File: src/rtl/mmio_init_pkg.sv
// Shared types and constants for the MMIO initiator: FSM state encoding,
// the CCI-P request length code and the standard AFU CSR addresses.
package mmio_init_pkg;

  typedef enum logic [1:0] {
    ST_IDLE     = 2'd0,
    ST_ISSUE    = 2'd1,
    ST_WAIT_RSP = 2'd2,
    ST_RESULT   = 2'd3
  } t_mmio_init_state;

  localparam logic [1:0] MMIO_LEN_8B = 2'b01;

  localparam int MMIO_TID_W_DFLT = 9;

  // AFU CSR addresses, in 4-byte units
  localparam logic [15:0] CSR_ADDR_DFH       = 16'h0000;
  localparam logic [15:0] CSR_ADDR_ID_L      = 16'h0002;
  localparam logic [15:0] CSR_ADDR_ID_H      = 16'h0004;
  localparam logic [15:0] CSR_ADDR_USER_BASE = 16'h0020;

endpackage

File: src/rtl/mmio_initiator.sv
// Host-side MMIO requester: issues one 64-bit MMIO read/write at a time into an
// AFU, matches the c2 read response by TID, and reports timeouts and strays.
//
// state    | meaning
// ---------+----------------------------------------------------------
// IDLE     | cmd_ready high, waiting for a command
// ISSUE    | one-cycle mmio_wr_valid / mmio_rd_valid pulse on the bus
// WAIT_RSP | read outstanding, timeout counter running
// RESULT   | misaligned command rejected, result pulse on the outputs
module mmio_initiator
  import mmio_init_pkg::*;
#(
  parameter int TIMEOUT_CYC = 256,
  parameter int TID_W       = MMIO_TID_W_DFLT,
  parameter int ERR_CNT_W   = 16
) (
  input  logic                 clk,
  input  logic                 rst,

  input  logic                 cmd_valid,
  output logic                 cmd_ready,
  input  logic                 cmd_write,
  input  logic [15:0]          cmd_addr,
  input  logic [63:0]          cmd_wdata,

  output logic                 mmio_wr_valid,
  output logic                 mmio_rd_valid,
  output logic [15:0]          mmio_addr,
  output logic [1:0]           mmio_length,
  output logic [TID_W-1:0]     mmio_tid,
  output logic [63:0]          mmio_data,

  input  logic                 rsp_valid,
  input  logic [TID_W-1:0]     rsp_tid,
  input  logic [63:0]          rsp_data,

  output logic                 res_valid,
  output logic [63:0]          res_data,
  output logic                 res_timeout,
  output logic                 res_misalign,
  output logic [ERR_CNT_W-1:0] err_cnt
);

  localparam int             TO_W    = $clog2(TIMEOUT_CYC);
  localparam logic [TO_W-1:0] TO_LAST = TO_W'(TIMEOUT_CYC - 1);

  t_mmio_init_state     state_q, state_d;
  logic                 mmio_wr_valid_q, mmio_wr_valid_d;
  logic                 mmio_rd_valid_q, mmio_rd_valid_d;
  logic [15:0]          mmio_addr_q, mmio_addr_d;
  logic [TID_W-1:0]     mmio_tid_q, mmio_tid_d;
  logic [63:0]          mmio_data_q, mmio_data_d;
  logic [TID_W-1:0]     tid_ctr_q, tid_ctr_d;
  logic [TO_W-1:0]      to_cnt_q, to_cnt_d;
  logic                 res_valid_q, res_valid_d;
  logic [63:0]          res_data_q, res_data_d;
  logic                 res_timeout_q, res_timeout_d;
  logic                 res_misalign_q, res_misalign_d;
  logic [ERR_CNT_W-1:0] err_cnt_q, err_cnt_d;
  logic                 rsp_match;

  // mmio_tid_q keeps the TID of the outstanding read while waiting
  assign rsp_match = rsp_valid && (state_q == ST_WAIT_RSP) && (rsp_tid == mmio_tid_q);

  always_comb begin
    state_d         = state_q;
    mmio_wr_valid_d = 1'b0;
    mmio_rd_valid_d = 1'b0;
    mmio_addr_d     = mmio_addr_q;
    mmio_tid_d      = mmio_tid_q;
    mmio_data_d     = mmio_data_q;
    tid_ctr_d       = tid_ctr_q;
    to_cnt_d        = to_cnt_q;
    res_valid_d     = 1'b0;
    res_data_d      = res_data_q;
    res_timeout_d   = res_timeout_q;
    res_misalign_d  = res_misalign_q;
    err_cnt_d       = err_cnt_q;

    if (rsp_valid && !rsp_match && (err_cnt_q != '1)) begin
      err_cnt_d = err_cnt_q + ERR_CNT_W'(1);
    end

    unique case (state_q)
      ST_IDLE: begin
        if (cmd_valid) begin
          if (cmd_addr[0]) begin
            state_d        = ST_RESULT;
            res_valid_d    = 1'b1;
            res_data_d     = '0;
            res_timeout_d  = 1'b0;
            res_misalign_d = 1'b1;
          end else begin
            state_d         = ST_ISSUE;
            mmio_wr_valid_d = cmd_write;
            mmio_rd_valid_d = !cmd_write;
            mmio_addr_d     = cmd_addr;
            mmio_data_d     = cmd_write ? cmd_wdata : '0;
            mmio_tid_d      = tid_ctr_q;
          end
        end
      end

      ST_ISSUE: begin
        if (mmio_wr_valid_q) begin
          state_d = ST_IDLE;
        end else begin
          state_d   = ST_WAIT_RSP;
          tid_ctr_d = tid_ctr_q + TID_W'(1);
          to_cnt_d  = '0;
        end
      end

      ST_WAIT_RSP: begin
        to_cnt_d = to_cnt_q + TO_W'(1);
        if (rsp_match) begin
          state_d        = ST_IDLE;
          res_valid_d    = 1'b1;
          res_data_d     = rsp_data;
          res_timeout_d  = 1'b0;
          res_misalign_d = 1'b0;
        end else if (to_cnt_q == TO_LAST) begin
          state_d        = ST_IDLE;
          res_valid_d    = 1'b1;
          res_data_d     = '0;
          res_timeout_d  = 1'b1;
          res_misalign_d = 1'b0;
        end
      end

      ST_RESULT: begin
        state_d = ST_IDLE;
      end

      default: begin
        state_d = ST_IDLE;
      end
    endcase
  end

  always_ff @(posedge clk) begin
    if (rst) begin
      state_q         <= ST_IDLE;
      mmio_wr_valid_q <= 1'b0;
      mmio_rd_valid_q <= 1'b0;
      mmio_addr_q     <= '0;
      mmio_tid_q      <= '0;
      mmio_data_q     <= '0;
      tid_ctr_q       <= '0;
      to_cnt_q        <= '0;
      res_valid_q     <= 1'b0;
      res_data_q      <= '0;
      res_timeout_q   <= 1'b0;
      res_misalign_q  <= 1'b0;
      err_cnt_q       <= '0;
    end else begin
      state_q         <= state_d;
      mmio_wr_valid_q <= mmio_wr_valid_d;
      mmio_rd_valid_q <= mmio_rd_valid_d;
      mmio_addr_q     <= mmio_addr_d;
      mmio_tid_q      <= mmio_tid_d;
      mmio_data_q     <= mmio_data_d;
      tid_ctr_q       <= tid_ctr_d;
      to_cnt_q        <= to_cnt_d;
      res_valid_q     <= res_valid_d;
      res_data_q      <= res_data_d;
      res_timeout_q   <= res_timeout_d;
      res_misalign_q  <= res_misalign_d;
      err_cnt_q       <= err_cnt_d;
    end
  end

  assign cmd_ready     = (state_q == ST_IDLE);
  assign mmio_wr_valid = mmio_wr_valid_q;
  assign mmio_rd_valid = mmio_rd_valid_q;
  assign mmio_addr     = mmio_addr_q;
  assign mmio_length   = MMIO_LEN_8B;
  assign mmio_tid      = mmio_tid_q;
  assign mmio_data     = mmio_data_q;
  assign res_valid     = res_valid_q;
  assign res_data      = res_data_q;
  assign res_timeout   = res_timeout_q;
  assign res_misalign  = res_misalign_q;
  assign err_cnt       = err_cnt_q;

endmodule

File: config.mk
export PLATFORM = sky130hd
export DESIGN_NAME = mmio_initiator
export DESIGN_NICKNAME = d
export VERILOG_FILES = /design/src/rtl/mmio_init_pkg.sv /design/src/rtl/mmio_initiator.sv
export SDC_FILE = /design/constraint.sdc
export NUM_CORES = 1
export LEC_CHECK = 0
export CORE_AREA = 2 2 130 132
export CTS_CLUSTER_DIAMETER = 100
export DETAILED_ROUTE_END_ITERATION = 8
export DIE_AREA = 0 0 132 134
export DONT_BUFFER_PORTS = 1
export PLACE_DENSITY_LB_ADDON = 0.1
export SLEW_MARGIN = 20
export SYNTH_ARGS = -nofsm -noshare
export SYNTH_HDL_FRONTEND = slang
export SYNTH_SLANG_ARGS = --single-unit
File: constraint.sdc
create_clock -name clk -period 3.05 [get_ports clk]
set_input_delay 0 -clock clk [delete_from_list [all_inputs] [get_ports clk]]
set_output_delay 0 -clock clk [all_outputs]
set_load 0.05 [all_outputs]
==> Word level (Yosys, flattened, before mapping) <==
Cells that the tools add are included.
{ "totals": {"ff_bits": 192, "out_inout_bits": 177} }
{ "classes": {"add_sub_neg": 3, "eq_ne": 10, "muxes": 29, "bitwise_logic": 4, "reduce_logical": 15} }
{ "op_table": {"columns": ["operator", "n"], "rows": [
  ["two-way mux 64 bit", 5],
  ["case mux 64 bit (2 select lines)", 1],
  ["adder 16 x 1 -> 16 bit (second input constant)", 1],
  ["inequality test 16 bit (second input constant)", 1],
  ["case mux 8 bit (2 select lines)", 1],
  ["two-way mux 1 bit", 12],
  ["two-way mux 2 bit", 5],
  ["adder 9 x 1 -> 9 bit (second input constant)", 1],
  ["equality test 9 bit", 1],
  ["adder 8 x 1 -> 8 bit (second input constant)", 1],
  ["equality test 8 bit (second input constant)", 1],
  ["two-way mux 8 bit", 1],
  ["case mux 2 bit (4 select lines)", 1],
  ["case mux 1 bit (2 select lines)", 3],
  ["AND reduction 2 bit", 3],
  ["equality test 2 bit (second input constant)", 2],
  ["logical AND 1 bit", 4],
  ["inequality test 2 bit (second input constant)", 2],
  ["NOT 1 bit", 4],
  ["AND reduction 4 bit", 1],
  ["nonzero test 2 bit", 2],
  ["OR reduction 4 bit", 1],
  ["inequality test 3 x 2 -> 1 bit (second input constant)", 1],
  ["AND reduction 3 bit", 1],
  ["other kinds (4)", 5]
]} }

==> Logic depth before layout (Yosys ltp) <==
Gate-level depths: netlist (run 1).
{ "depth": {"depth_word": 6, "ltp_mapped": 8, "ltp_nobuf": 6} }

==> Worst setup path after synthesis (run 1) <==
OpenSTA, ideal clock, no wires.
{ "synth_timing": {"kind": "flip-flop to flip-flop", "start": "register state_q[1]", "end": "register mmio_data_q[10], in the netlist mmio_data[10]", "arrival_ps": 2269, "t_required_ps": 2990, "path_slack_ps": 721, "stages_incl_launch_ff": 9, "path_buffers": 3, "cell_sequence": "dfxtp_1 > nor2_1 > nand2_1 > or2_1 > clkbuf_1 > nor3b_2 > buf_4 > buf_4 > a22o_1"} }
{ "synth_between": {"elab_chain_len": 2} }
{ "synth_rtl": {"columns": ["element", "line_no", "source"], "rows": [
  ["from (decl)", "mmio_initiator.sv:47", "t_mmio_init_state state_q, state_d;"],
  ["from (signal assigned)", "mmio_initiator.sv:157", "state_q <= state_d;"],
  ["logical NOT 2 bit", null, null],
  ["net cmd_ready", "mmio_initiator.sv:21", "output logic cmd_ready,"],
  ["AND reduction 3 bit (no source line)", null, null],
  ["to (signal assigned)", "mmio_initiator.sv:162", "mmio_data_q <= mmio_data_d;"],
  ["to (decl)", "mmio_initiator.sv:52", "logic [63:0] mmio_data_q, mmio_data_d;"]
]} }
The timed path passes the listed nets, and every way through them passes these cells.
A chain may end at the register's enable or synchronous reset.

==> Worst setup path in the final report (run 1) <==
{ "layout_timing": {"start": "register err_cnt_q[4], in the netlist err_cnt[4]", "end": "register err_cnt_q[7], in the netlist err_cnt[7]"} }
{ "layout_between": {"elab_chain_len": 2, "word_cells_on_any_way": 3, "classes_between": "1 x add/sub; 1 x eq/ne; 1 x reduce/logical"} }
{ "layout_rtl": {"columns": ["element", "line_no", "source"], "rows": [
  ["from (decl)", "mmio_initiator.sv:59", "logic [ERR_CNT_W-1:0] err_cnt_q, err_cnt_d;"],
  ["from (signal assigned)", "mmio_initiator.sv:169", "err_cnt_q <= err_cnt_d;"],
  ["branches (longest 2 deep; another with adder 16 x 1 -> 16 bit)", null, null]
]} }
Several ways; the timed one is not identified.

==> results of run 1 <==
## cell type report
class | instances | area (um^2)
clock buffer | 18 | 439.2
clock inverter | 13 | 145.1
fill | 1391 | 7088
inverter | 2 | 7.507
multi-input combinational | 396 | 2709
sequential | 192 | 3844
tap | 220 | 275.3
timing repair buffer | 179 | 1782
## routing by layer
metal	GRT usage [%]	up-vias	wire, um
met3	7.483	38	1724
met5	0	-	0
met2	35.21	288	9430
li1	-	2654	-
met4	9.843	0	541
met1	25.10	2650	7667
## worst paths after layout
path | endpoint | from | slack, ns | cells after the start
worst min register to register | mmio_tid[8] | tid_ctr_q[8] | 0.49 | 2
worst min-delay path | mmio_tid[2] | cmd_addr[0] | 0.05 | 4
worst max-delay path | err_cnt[7] | err_cnt[4] | 0.70 | 6
worst max register to register | err_cnt[7] | err_cnt[4] | 0.70 | 6
## metrics by stage
stage | power, mW | setup slack (ns)
after detailed placement | 3.016 | 0.7236
after global placement | 3.010 | 0.7839
after floorplan | 2.973 | 0.7210
after CTS | 5.396 | 0.7084
final | 5.330 | 0.7010
after global routing | 5.532 | 0.5131
## synth_stat cells (2+ instances only)
| master | n | area share, % |
|---|---|---|
| or4_1 | 11 | 1.2 |
| buf_2 | 16 | 1.2 |
| nor4_1 | 6 | 0.55 |
| o31a_1 | 2 | 0.26 |
| nand3_1 | 8 | 0.59 |
| a22o_1 | 128 | 17 |
| and3_1 | 4 | 0.37 |
| o21ai_0 | 5 | 0.37 |
| conb_1 | 2 | 0.11 |
| nor2b_1 | 5 | 0.46 |
| a311oi_1 | 4 | 0.52 |
| o31ai_1 | 10 | 1.1 |
| nor3_1 | 6 | 0.44 |
| nor3b_2 | 3 | 0.55 |
| buf_6 | 3 | 0.50 |
| mux2i_1 | 2 | 0.30 |
| clkbuf_1 | 20 | 1.1 |
| xor2_1 | 13 | 1.7 |
| dfxtp_1 | 192 | 57 |
| nor2_1 | 32 | 1.8 |
| and3_4 | 2 | 0.33 |
| nand2b_1 | 3 | 0.28 |
| buf_4 | 9 | 1.0 |
| a21oi_1 | 42 | 3.1 |
| nand2_1 | 72 | 4.0 |
| or3_1 | 3 | 0.28 |
| xnor2_1 | 2 | 0.26 |
| mux2_1 | 3 | 0.50 |
| nand4_1 | 8 | 0.74 |
| inv_1 | 2 | 0.11 |
| ha_1 | 3 | 0.55 |
## power by group through the flow
stage | clock (mW) | combinational, mW | sequential [mW]
after floorplan | 0 | 0.183 | 2.79
after global placement | 0 | 0.208 | 2.80
after detailed placement | 0 | 0.215 | 2.80
after CTS | 2.25 | 0.402 | 2.74
after global routing | 2.34 | 0.441 | 2.75
final | 2.18 | 0.407 | 2.75
## tightest hold or removal path: cells and delay by family
kind,cells,cell delay (ns)
compound gates,1,0.05
buf+inv,1,0.22
simple gates,2,0.14
## state kept, by name, summed over array words and instances, names as in the netlist
| register | flops |
|---|---|
| to_cnt_q | 8 |
| mmio_addr | 15 |
| mmio_wr_valid | 1 |
| mmio_data | 64 |
| res_data | 64 |
| state_q | 2 |
| tid_ctr_q | 9 |
| err_cnt | 16 |
| res_timeout | 1 |
| mmio_tid | 9 |
| res_valid | 1 |
| res_misalign | 1 |
| mmio_rd_valid | 1 |
## cells by family (layout without fill, tap and decap cells)
kind of cell | count (synthesis) | after routing | synth area share (%)
AO/OA/AOI/OAI | 196 | 196 | 22.66
flip-flops | 192 | 192 | 56.69
AND/OR/NAND/NOR | 174 | 174 | 13.31
buffers and inverters | 51 | 212 | 3.949
XOR/XNOR | 15 | 15 | 1.938
multiplexers | 5 | 5 | 0.7935
adder cells (fa/ha/maj) | 3 | 3 | 0.5537
other | 2 | 3 | 0.1108
## repair_timing
item / CTS / global route
resized for setup: 0 / 0
hold endpoints to repair: 192 / 0
hold buffers: 158 / 0
==> results.md, run 1 <==
Placement:
- The half-perimeter wire length of the detailed placement result is 12.51 mm.
- The number of placed instances, taps included is 831.
- Buffers placed on the I/O ports in this run total 0.
- The last weighted congestion value of the routability-driven placer is 0.7814.
- Once placement finished, the instance area stood at 0.007018 mm^2.

Critical path:
- The required time reported for the critical path endpoint is 3.40 ns.
- Walking the worst path, the cells encountered are and3_1 -> nand3_4 -> nor4_4 -> buf_4 -> o31ai_1 -> a21oi_1.
- The critical path is of the reg -> reg type.
- In this run the worst path has a maximum fanout of 10.
- The startpoint class of the critical path is a flip-flop.
- Data arrives at the worst endpoint at 2.70 ns.
- The largest stage delay on the critical path is 0.73 ns.
- The family with the most delay on the worst path is simple AND/OR/NAND/NOR gates.
- The number of buffers and inverters on the critical path is 1.
- The critical path's slowest cell is dfxtp_1.
- The sort of element at the end of the critical path is a flip-flop.

CTS:
- The clock insertion delay at the later pin of the skew report is 0.43 ns.
- TritonCTS built the clock tree.
- The clock-pin slew on the worst setup and hold paths is 0.07 ns.
- Counting along the longest clock path gives a buffer depth of 2.
- The tree built by TritonCTS fans out to 192 sinks.
- The H-tree was split into 4 levels.
- After clock tree synthesis, the setup repair step added 0 buffers.
- The root cell of the clock tree is clkbuf_16.
- The number of buffers created by CTS is 17.

Synth:
- Synthesis inferred 192 register bits.
- The count of yosys warnings during synthesis is 0.
- The synthesized netlist contains 48 unique library cells.
- The post-synthesis instance area is 0.006780 mm^2.
- In this run the mean area of a mapped cell was 10.63 um^2.
- The post-synthesis sequential area ratio is 56.69%.
- The fraction of registers with async set or reset after synthesis is 0%.
- The synthesized instance count is 638.
- The most used flip-flop cell after synthesis is dfxtp_1.
- The number of synthesized flops with an enable pin is 0.

Floorplanning:
- The standard-cell row count is 47.
- The initial core utilization is 41.62%.
- The standard cell core area is 0.01629 mm^2.
- The die height is 134 um.
- The die covers 0.01769 mm^2.
- The width of the die is 132 um.
- For this design the top-level I/O count stands at 335.

STA:
- The number of max-slew violations in the final report came to 0.
- The number of failing hold endpoints at the final stage is 0.
- The final setup TNS is 0 ns.
- The clock period could shrink to 2.349 ns.
- The tightest hold margin is 0.05117 ns.
- The fraction of the cycle the final worst path needs is 77.02%.
- The worst pin sits at a relative slew slack of 54.91%.
- Timing would allow up to 425.7 MHz.
- The total setup violations reported at the end of the flow is 0.
- Between clock sinks in the finished design, the worst skew comes to 0.01762 ns.
- Setup repair after global routing left no endpoint under its margin.
- The slew at the pin closest to its max-slew limit is 0.6764 ns.

Power:
- Of the total power, the share spent switching nets is 25.97%.
- The share of total power dissipated in sequential elements is 51.5%.
- The power density of the placed cells is 579.2 mW/mm^2.
- The combinational cell fraction of total power is 7.6%.
- The total net switching power is 1.384 mW.
- Summed over all cells, the static leakage comes to 3.512 nW.
- The fraction of power consumed by the clock network is 40.9%.
- The worst ir drop on vdd is 387.3 uV.
- The design internal power is 3.945 mW.

Finish:
- The signed area change from the synthesized netlist to the final layout is 35.71%.
- At the end of the flow the core is filled with cells to 56.49%.
- The leading cell type in the layout, fill and taps excluded is dfxtp_1.
- The post-route netlist has 8.375% of its cells at a drive strength greater than 1.
- Leaving out fill and tap cells, the most frequent cells in the layout are 192 x dfxtp_1, 157 x dlygate4sd3_1, 128 x a22o_1, 72 x nand2_1, 42 x a21oi_1.
- The number of non-filler instances in the completed layout is 1020.
- The number of antenna diodes in the final layout is 0.
- For this run, the post-layout net count is 949.
- Once layout is done, the placed cells without fillers occupy 0.009201 mm^2.

Status:
- The flow ran to the end, and the final reports show no timing, DRC or antenna violations.

Drt:
- Summing over every cut layer, the via total after detailed routing is 5630.
- The post-detailed-route via-to-cell ratio is 5.520.
- In the final routed layout, each cell accounts on average for 18.98 um.
- For this run, design rule violations remaining after detail routing come to 0.
- The total routed wirelength is 19.36 mm.
- The final antenna-violating net count is 0.
- The total iterations of the first detailed-routing run is 4.
- The first-iteration detailed-routing DRC count is 262.

Global routing:
- The global-route total usage across every layer is 21.37%.
- The number of antenna violations at the first check in global routing was 0.
- The aggregate global routing overflow is 0.
- Entering global routing, the biggest net connects 71 pins.
- The number of global-route vias before repair is 5653.
- The first global-routing pass estimated 30.28 mm of wire.

Run:
- The number of max-cap violations is 0.

Hold path:
- The worst hold path belongs to the class in -> reg.
(Power assumes the default switching activity.)
==> run 2, diff against run 1 <==
==> constraint.sdc (replaced) <==
create_clock -name clk -period 2.19 [get_ports clk]
set_input_delay 0 -clock clk [delete_from_list [all_inputs] [get_ports clk]]
set_output_delay 0 -clock clk [all_outputs]
set_load 0.05 [all_outputs]
==> results.md, run 2 (synthesis gave the netlist of run 1 again) <==
STA:
- The worst slew slack as a fraction of its limit was 23.20% (-32 points).
- The worst clock skew is 0.01198 ns (-0.005648 ns).
- The slew at the pin closest to its max-slew limit is 1.151 ns (+0.4745 ns).
- The final critical path time including I/O delays and setup is 2.079 ns (-0.2703 ns).
- The final setup TNS was 0 ns (unchanged).
- The number of failing hold endpoints at the final stage came to 0 (unchanged).
- The maximum achievable frequency is 481.1 MHz (+13%).
- The total setup violations reported at the end of the flow was 0 (unchanged).
- The number of max-slew violations in the final report came to 0 (unchanged).
- The fraction of the cycle the final worst path needs is 94.92% (+18 points).
- Setup repair after global routing left no endpoint under its margin.

Drt:
- The count of vias placed by the detailed router is 5769 (+2.5%).
- The post-route DRC violation count is 0 (unchanged).
- The total routed wirelength is 20.70 mm (+6.9%).
- The routed wirelength normalized by instance count is 19.86 um (+4.6%).
- The post-detailed-route via-to-cell ratio came to 5.536 (+0.31%).
- The first-iteration detailed-routing DRC count came to 288 (+9.9%).
- The final antenna-violating net count is 0 (unchanged).
- The total iterations of the first detailed-routing run is 4 (unchanged).

Hold path:
- The number of cells on the worst hold path came to 3 (-1).
- The hold path startpoint is cmd_addr[0].
- The worst hold path terminates at mmio_wr_valid.
- The worst min-delay path category is in -> reg.

CTS:
- The root cell of the clock tree is clkbuf_16.
- The clock-pin slew on the worst setup and hold paths is 0.08 ns (about the same).
- The clock sink count came to 192 (unchanged).
- The number of H-tree levels is 4 (unchanged).
- The TritonCTS clock tree is yes.
- The clock insertion delay at the later pin of the skew report is 0.43 ns (about the same).
- The maximum root-to-sink buffer count is 2 (unchanged).
- The number of buffers created by CTS was 17 (unchanged).

Floorplanning:
- The initial core utilization was 41.62% (unchanged).
- The floorplan die area is 0.01769 mm^2 (unchanged).
- The top-level I/O count came to 335 (unchanged).
- The die height is 134 um (unchanged).
- The width of the die is 132 um (unchanged).
- The standard-cell row count is 47 (unchanged).
- The standard cell core area came to 0.01629 mm^2 (unchanged).

Status:
- The run finished with clean final reports.

Finish:
- The signed area change from the synthesized netlist to the final layout is 38.70%.
- Leaving out fill and tap cells, the most frequent cells in the layout are 191 x dfxtp_1, 156 x dlygate4sd3_1, 128 x a22o_1, 72 x nand2_1, 42 x a21oi_1.
- Leaving out fill and tap cells, the most frequent cell in the layout is dfxtp_1.
- The fraction of final layout cells sized beyond drive strength 1 is 11.07% (+2.7 points).
- The number of nets in the final layout is 970 (+2.2%).
- The antenna diode instance count was 0 (unchanged).
- The number of filler instances in the final layout is 1355 (-2.6%).

Global routing:
- The number of global-route vias before repair is 5570 (-1.5%).
- The number of antenna violations at the first check in global routing was 0 (unchanged).
- The aggregate global routing overflow is 0 (unchanged).
- The global-route wire length before repair was 31.64 mm (+4.5%).
- The global-route total usage across every layer is 22.58% (+1.2 points).
- The maximum number of pins on one net before global-route repair is 73 (+2.8%).

Run:
- The number of max-cap violations came to 0 (unchanged).

Placement:
- The last weighted congestion value of the routability-driven placer is 0.7806 (-0.10%).
- The half-perimeter wire length of the detailed placement result is 13.03 mm (+4.2%).
- The number of input and output port buffers inserted is 0 (unchanged).

Critical path:
- The depth of the worst register-to-register path was 6 (unchanged).
- The worst setup path is captured at a flip-flop.
- In this run the critical register-to-register path is captured at mmio_data[55].
- The setup slack of the worst register-to-register path came to 0.11 ns (-0.59 ns).
- STA classifies the critical path startpoint as a flip-flop.
- In this run the critical register-to-register path is launched from state_q[1].
- The required time reported for the critical path endpoint was 2.56 ns (-0.84 ns).
- The biggest fanout along the worst timing path is 24 (+14).
- The critical path class is reg -> reg.
- The data arrival time of the worst path is 2.45 ns (-0.25 ns).

Power:
- The worst ir drop on vdd is 534.5 uV (+38%).
- The total power of the final layout is 7.639 mW (+43%).
- The power density of the placed cells is 812.3 mW/mm^2 (+40%).
- The leakage power figure is 3.635 nW (+3.5%).
[run 2: what timing repair did]
item                                   4_1_cts  5_1_grt
setup endpoints to repair                   16       51
setup buffers                                0        2
hold buffers                               157        0
cloned                                       1        0
gates resized for setup                      0        1
pin swaps                                    1        1
endpoints found under the hold margin      192        0
[run 2: area by class of cell]
cell class	count	area (um^2)	share of cell area [%]
Clock buffer	19	442.9	4.710
Clock inverter	13	170.2	1.809
Inverter	2	7.507	0.07983
Multi-Input combinational cell	397	2718	28.90
Sequential cell	192	3845	40.89
Tap cell	220	275.3	2.927
Timing Repair Buffer	199	1946	20.69
[run 2: per-layer routing]
metal | part of all wire [%] | wire length (um) | vias up | GRT usage (%)
li1 | - | - | 2693 | -
met4 | 2.6 | 538 | 0 | 9.360
met2 | 50 | 10400 | 267 | 38.51
met1 | 40 | 8259 | 2774 | 26.25
met5 | 0 | 0 | - | 0
met3 | 7.2 | 1496 | 35 | 7.294
[run 2: power by group]
part	switching (mW)	internal, mW
Sequential	0.258	3.56
Combinational	0.295	0.311
Clock	1.45	1.77
Total	2.00	5.64
[run 2: critical path, cell delays in order, from the launching register on]
cell and delay [ns]:
dfxtp_1 0.47, nor2_2 0.08, nand2_1 0.13, nor2_1 0.05
buf_4 0.15, nor2_2 0.89, a22o_1 0.26
[run 2: how the worst max path moves through the flow]
| stage | from | depth (start not counted) | slack (ns) | endpoint |
|---|---|---|---|---|
| floorplan | err_cnt[3] | 6 | 0.01 | err_cnt[5] |
| global placement | state_q[1] | 7 | 0.07 | mmio_data[23] |
| finish | state_q[1] | 6 | 0.11 | mmio_data[55] |
| global route | state_q[1] | 8 | 0.03 | mmio_addr[4] |
| CTS | mmio_tid[8] | 6 | 0.08 | res_data[60] |
| detailed placement | state_q[1] | 7 | -0.03 | mmio_data[21] |
[run 2: through the flow]
step | setup slack, ns | instance area (um^2) | cells | hold slack, ns | util (%)
after floorplan | 0.01114 | 6788 | 639 | 0.07931 | -
after global placement | 0.07390 | 7177 | 850 | 0.07485 | 44.06
after detailed placement | -0.02992 | 7177 | 850 | 0.07588 | 44.06
after CTS | 0.08399 | 9385 | 1040 | 0.05886 | 57.62
after global routing | 0.02816 | 9404 | 1042 | 0.1006 | 57.73
final | 0.1113 | 9404 | 1042 | 0.09404 | 57.73
